===== src/rtl/jedro_1_load_wb_if.sv =====
// Request/writeback bundle between the LSU/RAM side and the load writeback stage.
// master drives requests and RAM data; slave (the stage) drives the register-file port.
interface jedro_1_load_wb_if #(
    parameter int DATA_WIDTH     = 32,
    parameter int REG_ADDR_WIDTH = 5
);
    logic                      req_valid_i;
    logic [3:0]                req_ctrl_i;
    logic [DATA_WIDTH-1:0]     req_addr_i;
    logic [REG_ADDR_WIDTH-1:0] req_regdest_i;
    logic                      flush_i;
    logic [DATA_WIDTH-1:0]     mem_rdata_i;
    logic [DATA_WIDTH-1:0]     rf_wdata_o;
    logic [REG_ADDR_WIDTH-1:0] rf_waddr_o;
    logic                      rf_we_o;
    logic                      misaligned_o;
    logic [DATA_WIDTH-1:0]     misaligned_addr_o;
    logic                      busy_o;

    modport master (
        output req_valid_i, req_ctrl_i, req_addr_i, req_regdest_i, flush_i, mem_rdata_i,
        input  rf_wdata_o, rf_waddr_o, rf_we_o, misaligned_o, misaligned_addr_o, busy_o
    );

    modport slave (
        input  req_valid_i, req_ctrl_i, req_addr_i, req_regdest_i, flush_i, mem_rdata_i,
        output rf_wdata_o, rf_waddr_o, rf_we_o, misaligned_o, misaligned_addr_o, busy_o
    );
endinterface


===== src/rtl/jedro_1_load_wb.sv =====
// Load writeback: 2-stage metadata pipe tracking RAM latency, extract/extend, RF write 3 cycles after request.
// No backpressure: one request accepted per cycle; misaligned/store/illegal requests never enter the pipe.
module jedro_1_load_wb #(
    parameter int DATA_WIDTH     = 32,
    parameter int REG_ADDR_WIDTH = 5
) (
    input  logic               clk_i,
    input  logic               rst_i,
    jedro_1_load_wb_if.slave   bus
);
    typedef struct packed {
        logic                      valid;
        logic                      is_load;
        logic [2:0]                funct3;
        logic [1:0]                addr;
        logic [REG_ADDR_WIDTH-1:0] regdest;
    } meta_t;

    meta_t s1, s2, s1_nxt;

    logic [2:0]                req_f3;
    logic                      req_legal;
    logic                      req_misaligned;
    logic                      req_enter;
    logic [7:0]                byte_sel;
    logic [15:0]               half_sel;
    logic [DATA_WIDTH-1:0]     ext_data;
    logic                      wb_fire;

    logic [DATA_WIDTH-1:0]     rf_wdata_q;
    logic [REG_ADDR_WIDTH-1:0] rf_waddr_q;
    logic                      rf_we_q;
    logic                      misaligned_q;
    logic [DATA_WIDTH-1:0]     misaligned_addr_q;

    assign req_f3    = bus.req_ctrl_i[2:0];
    assign req_legal = (req_f3 == 3'b000) || (req_f3 == 3'b001) || (req_f3 == 3'b010) ||
                       (req_f3 == 3'b100) || (req_f3 == 3'b101);

    // Alignment check covers stores too, so it ignores the write bit.
    always_comb begin
        req_misaligned = 1'b0;
        case (req_f3)
            3'b001, 3'b101: req_misaligned = bus.req_addr_i[0];
            3'b010:         req_misaligned = |bus.req_addr_i[1:0];
            default:        req_misaligned = 1'b0;
        endcase
    end

    assign req_enter = bus.req_valid_i && !bus.req_ctrl_i[3] && req_legal &&
                       !req_misaligned && !bus.flush_i;

    always_comb begin
        s1_nxt         = '0;
        s1_nxt.valid   = req_enter;
        s1_nxt.is_load = !bus.req_ctrl_i[3];
        s1_nxt.funct3  = req_f3;
        s1_nxt.addr    = bus.req_addr_i[1:0];
        s1_nxt.regdest = bus.req_regdest_i;
    end

    always_ff @(posedge clk_i or posedge rst_i) begin
        if (rst_i) begin
            s1 <= '0;
            s2 <= '0;
        end else begin
            s1 <= s1_nxt;
            s2 <= s1;
            if (bus.flush_i) begin
                s2.valid <= 1'b0;
            end
        end
    end

    always_comb begin
        byte_sel = bus.mem_rdata_i[7:0];
        case (s2.addr)
            2'd0: byte_sel = bus.mem_rdata_i[7:0];
            2'd1: byte_sel = bus.mem_rdata_i[15:8];
            2'd2: byte_sel = bus.mem_rdata_i[23:16];
            2'd3: byte_sel = bus.mem_rdata_i[31:24];
            default: byte_sel = bus.mem_rdata_i[7:0];
        endcase
    end

    assign half_sel = s2.addr[1] ? bus.mem_rdata_i[31:16] : bus.mem_rdata_i[15:0];

    always_comb begin
        ext_data = bus.mem_rdata_i;
        case (s2.funct3)
            3'b000:  ext_data = {{(DATA_WIDTH-8){byte_sel[7]}}, byte_sel};
            3'b001:  ext_data = {{(DATA_WIDTH-16){half_sel[15]}}, half_sel};
            3'b100:  ext_data = {{(DATA_WIDTH-8){1'b0}}, byte_sel};
            3'b101:  ext_data = {{(DATA_WIDTH-16){1'b0}}, half_sel};
            default: ext_data = bus.mem_rdata_i;
        endcase
    end

    assign wb_fire = s2.valid && s2.is_load && (s2.regdest != '0) && !bus.flush_i;

    // Data/address registers only move on a real write so they hold across idle cycles.
    always_ff @(posedge clk_i or posedge rst_i) begin
        if (rst_i) begin
            rf_wdata_q        <= '0;
            rf_waddr_q        <= '0;
            rf_we_q           <= 1'b0;
            misaligned_q      <= 1'b0;
            misaligned_addr_q <= '0;
        end else begin
            rf_we_q      <= wb_fire;
            misaligned_q <= bus.req_valid_i && req_misaligned;
            if (wb_fire) begin
                rf_wdata_q <= ext_data;
                rf_waddr_q <= s2.regdest;
            end
            if (bus.req_valid_i && req_misaligned) begin
                misaligned_addr_q <= bus.req_addr_i;
            end
        end
    end

    assign bus.rf_wdata_o        = rf_wdata_q;
    assign bus.rf_waddr_o        = rf_waddr_q;
    assign bus.rf_we_o           = rf_we_q;
    assign bus.misaligned_o      = misaligned_q;
    assign bus.misaligned_addr_o = misaligned_addr_q;
    assign bus.busy_o            = s1.valid || s2.valid || rf_we_q;
endmodule


===== src/flat_wrapper.sv =====
// flat-port wrapper written by rule: the top's interface ports become plain ports
module jedro_1_load_wb_flat 
#(
    parameter int DATA_WIDTH     = 32,
    parameter int REG_ADDR_WIDTH = 5
)
  (clk_i, rst_i, bus_req_valid_i, bus_req_ctrl_i, bus_req_addr_i, bus_req_regdest_i, bus_flush_i, bus_mem_rdata_i, bus_rf_wdata_o, bus_rf_waddr_o, bus_rf_we_o, bus_misaligned_o, bus_misaligned_addr_o, bus_busy_o);
  jedro_1_load_wb_if #(.DATA_WIDTH(DATA_WIDTH), .REG_ADDR_WIDTH(REG_ADDR_WIDTH)) bus_i ();
  input  logic clk_i;
  input  logic rst_i;
  input wire logic [$bits(bus_i.req_valid_i)-1:0] bus_req_valid_i;
  input wire logic [$bits(bus_i.req_ctrl_i)-1:0] bus_req_ctrl_i;
  input wire logic [$bits(bus_i.req_addr_i)-1:0] bus_req_addr_i;
  input wire logic [$bits(bus_i.req_regdest_i)-1:0] bus_req_regdest_i;
  input wire logic [$bits(bus_i.flush_i)-1:0] bus_flush_i;
  input wire logic [$bits(bus_i.mem_rdata_i)-1:0] bus_mem_rdata_i;
  output wire logic [$bits(bus_i.rf_wdata_o)-1:0] bus_rf_wdata_o;
  output wire logic [$bits(bus_i.rf_waddr_o)-1:0] bus_rf_waddr_o;
  output wire logic [$bits(bus_i.rf_we_o)-1:0] bus_rf_we_o;
  output wire logic [$bits(bus_i.misaligned_o)-1:0] bus_misaligned_o;
  output wire logic [$bits(bus_i.misaligned_addr_o)-1:0] bus_misaligned_addr_o;
  output wire logic [$bits(bus_i.busy_o)-1:0] bus_busy_o;
  assign bus_i.req_valid_i = bus_req_valid_i;
  assign bus_i.req_ctrl_i = bus_req_ctrl_i;
  assign bus_i.req_addr_i = bus_req_addr_i;
  assign bus_i.req_regdest_i = bus_req_regdest_i;
  assign bus_i.flush_i = bus_flush_i;
  assign bus_i.mem_rdata_i = bus_mem_rdata_i;
  assign bus_rf_wdata_o = bus_i.rf_wdata_o;
  assign bus_rf_waddr_o = bus_i.rf_waddr_o;
  assign bus_rf_we_o = bus_i.rf_we_o;
  assign bus_misaligned_o = bus_i.misaligned_o;
  assign bus_misaligned_addr_o = bus_i.misaligned_addr_o;
  assign bus_busy_o = bus_i.busy_o;
  jedro_1_load_wb #(.DATA_WIDTH(DATA_WIDTH), .REG_ADDR_WIDTH(REG_ADDR_WIDTH)) u_core (.clk_i(clk_i), .rst_i(rst_i), .bus(bus_i));
endmodule

===== config.mk =====
export PLATFORM = sky130hd
export DESIGN_NAME = jedro_1_load_wb_flat
export DESIGN_NICKNAME = d
export VERILOG_FILES = /design/src/rtl/jedro_1_load_wb_if.sv /design/src/rtl/jedro_1_load_wb.sv /design/src/flat_wrapper.sv
export SDC_FILE = /design/constraint.sdc
export NUM_CORES = 1
export LEC_CHECK = 0
export CAP_MARGIN = 20
export CELL_PAD_IN_SITES_DETAIL_PLACEMENT = 1
export CELL_PAD_IN_SITES_GLOBAL_PLACEMENT = 2
export CORE_AREA = 4 4 102 104
export CTS_CLUSTER_SIZE = 25
export DETAILED_ROUTE_END_ITERATION = 10
export DIE_AREA = 0 0 106 108
export DONT_BUFFER_PORTS = 1
export PLACE_DENSITY = 0.85
export RECOVER_POWER = 25
export SETUP_SLACK_MARGIN = 0.1
export SYNTH_ARGS = -nofsm -noshare
export SYNTH_HDL_FRONTEND = slang
export SYNTH_SLANG_ARGS = --single-unit

===== constraint.sdc =====
create_clock -name clk_i -period 6.6 [get_ports clk_i]
set_input_delay 1.65 -clock clk_i [delete_from_list [all_inputs] [get_ports clk_i]]
set_output_delay 1.65 -clock clk_i [all_outputs]
set_load 0.1 [all_outputs]

==> metrics <==
worst slack at placement 3.22 ns; setup bufs post-CTS 0; Post-synth EDFFs 0; hold bufs inserted after CTS 0; # port buffers 0; final setup TNS 0 ns; worst path bufs/invs 0; Hold Crit Class flop to flop; WHS 0.346 ns; worst setup path class flop to primary output; root buffer selected by CTS clkbuf_8; outcome finished with violations; post-route minimum period around 3.8 ns; PD cells 462 mW/mm^2; total wire length about 9100 microns; largest fanout on the critical path 2; Setup-failing EPs final 0; antenna-violating nets left 0; number of max-cap violations 2; Yosys reg bits 95; Placer Congestion around 0.75; Max clock buf depth 2; RSZ-0062 raised after global routing false; Ys Warns 0; CTS clock-pin slew for the worst setup and hold paths 0.10 ns; Worst slew margin -10.4%; Max rail drop VDD 0.248 mV; die footprint 0.0114 sq mm; DP HPWL approximately 6400 microns; layout cell share with drive strength beyond 1 between 20% and 30%; total number of vias 2426; drt drc 0; clock latency on the worst-skew pair 0.37 ns; LEAKAGE 1.91 nW; Main synth FF type dfrtp_1; type of origin of the critical path flop; net count after synthesis 401; post-route worst setup slack 2.81 ns; Inst Count DP 442; Rows 36; cells after synthesis 324; Power, Total 1.94 mW; Synth cell types 40; Die Width ~110 microns; pin count of the biggest net entering global routing 68; Post-Syn Area per Cell 12.2 sq um; CP Capture Type primary output; CTS-repair resized insts 0; Worst Path Arrival 2.14 ns; failing checks capacitance limit, slew limit; vias in the first global route 2691; clock tree from TritonCTS done; Seq/Total Area, Yosys 60.3%; first-pass GRT wire length roughly 14000 microns; CTS HTree Levels 3; Num CTS Buffers 9; CP top delay family flip-flops; die height 108 microns; Worst Skew 0.0122 ns; Final Cycle Share 57.4%; Slew Limit Fails 100; Clock Sinks 95; Non-Filler Instances 458; All-Layer GR Usage between 10% and 20%; area grow syn2layout 6.48%; Core Footprint 0.00955 sq mm; io pins 149; Max Clk Rate 264 MHz; initial drt markers 73; initial antenna violation count 0; DR WL/cell 20.0 microns; nets@finish 397; Initial Util approximately two fifths; Final Hold Fails 0; grt total ovfl 0; Worst path slowest cell dfrtp_1; Mapped Area between 0.003 and 0.004 sq mm; DR vias/cell around 5.3; n_diodes 0; cells along the critical path or3_1; largest stage delay on the critical path 0.95 ns; WP data required 4.95 ns; Worst Tran Pin Value 1.66 ns; first drt pass iteration count 4; FFs w/ async S/R, synth 100%
-- per-layer routing --
layer	up-vias	global-route usage (%)	wire length [microns]
met5	-	0	0
met4	0	5.92	150
met3	11	6.99	947
met2	107	25.8	4470
met1	1209	20.3	3580
li1	1099	-	-
-- through the flow --
stage          utilization, %  instance area (sq um)
6_report                 43.9                   4200
3_5_place_dp             42.2                   4030
2_1_floorplan               -                   3940
5_1_grt                  43.9                   4200
4_1_cts                  44.2                   4220
3_3_place_gp             42.2                   4030
-- worst reg2reg max path: cells and delay by family (launching register included) --
family          cells  cell delay [ns]
simple gates        1             0.52
compound gates      2             1.54
buf+inv             1             0.52
flops               1             0.40
-- layout by cell type (no fill, tap or decap), types with 2 or more instances in the layout --
cell	netlist	layout
and3_1	2	2
a21oi_1	25	25
a221oi_2	8	8
mux2i_1	8	8
inv_6	0	2
and2_1	7	7
nand2b_1	3	3
inv_1	4	3
inv_8	0	2
nor2_1	38	38
a21boi_0	1	2
dfrtp_1	95	95
nor2b_1	9	9
mux2_2	36	36
mux2_1	2	2
nand2_1	40	40
a2bb2oi_1	7	7
clkbuf_8	0	9
-- registers in the layout, indices dropped and copies added, names as in the netlist --
register                      count
u_core.bus.misaligned_o           1
u_core.bus.rf_we_o                1
u_core.s2                        12
u_core.s1                        12
u_core.bus.misaligned_addr_o     32
u_core.bus.rf_wdata_o            32
u_core.bus.rf_waddr_o             5
-- cells by family after synthesis --
family / Yosys count / synth area share [%]
muxes: 46 / 12.9
buffers and inverters: 23 / 3.14
and+or+nand+nor: 108 / 13.0
DFF: 95 / 60.3
AOI/OAI and AO/OA: 52 / 10.7
-- synth_stat cells, types with 2 or more instances --
| cell | instances | area (sq um) |
|---|---|---|
| a21oi_1 | 25 | 125 |
| a221oi_2 | 8 | 120 |
| a2bb2oi_1 | 7 | 61.3 |
| and2_1 | 7 | 43.8 |
| and3_1 | 2 | 12.5 |
| buf_2 | 7 | 35.0 |
| buf_6 | 3 | 33.8 |
| clkbuf_1 | 7 | 26.3 |
| dfrtp_1 | 95 | 2380 |
| inv_1 | 4 | 15.0 |
| mux2_1 | 2 | 22.5 |
| mux2_2 | 36 | 405 |
| mux2i_1 | 8 | 80.1 |
| nand2_1 | 40 | 150 |
| nand2b_1 | 3 | 18.8 |
| nor2_1 | 38 | 143 |
| nor2b_1 | 9 | 56.3 |
-- where the power goes --
group	switching (mW)	internal, mW	total, mW
sequential	0.756	0.663	1.42
combinational	0.0708	0.0810	0.152
clock	0.222	0.145	0.367
-- final cells by class --
| type | instances | area, sq um |
|---|---|---|
| Fill cell | 1022 | 5350 |
| Inverter | 5 | 22.5 |
| Tap cell | 133 | 166 |
| Timing Repair Buffer | 3 | 16.3 |
| Sequential cell | 95 | 2380 |
| Multi-Input combinational cell | 206 | 1430 |
| Clock inverter | 7 | 61.3 |
| Clock buffer | 9 | 124 |
-- worst paths after layout --
path / start / endpoint / slack, ns / depth (start not counted)
setup / recovery: u_core.bus.rf_we_o / bus_busy_o / 2.81 / 1
hold reg to reg: u_core.s1[8] / u_core.s2[8] / 0.35 / 0
min in group asynchronous: rst_i / u_core.bus.misaligned_addr_o[27] / 1.42 / 1
setup reg to reg: u_core.s2[1] / u_core.bus.rf_wdata_o[14] / 3.52 / 4
hold / removal: u_core.s1[8] / u_core.s2[8] / 0.35 / 0
max in group asynchronous: rst_i / u_core.bus.rf_wdata_o[12] / 3.01 / 2
Note: power is estimated with default switching activity, not from simulation.
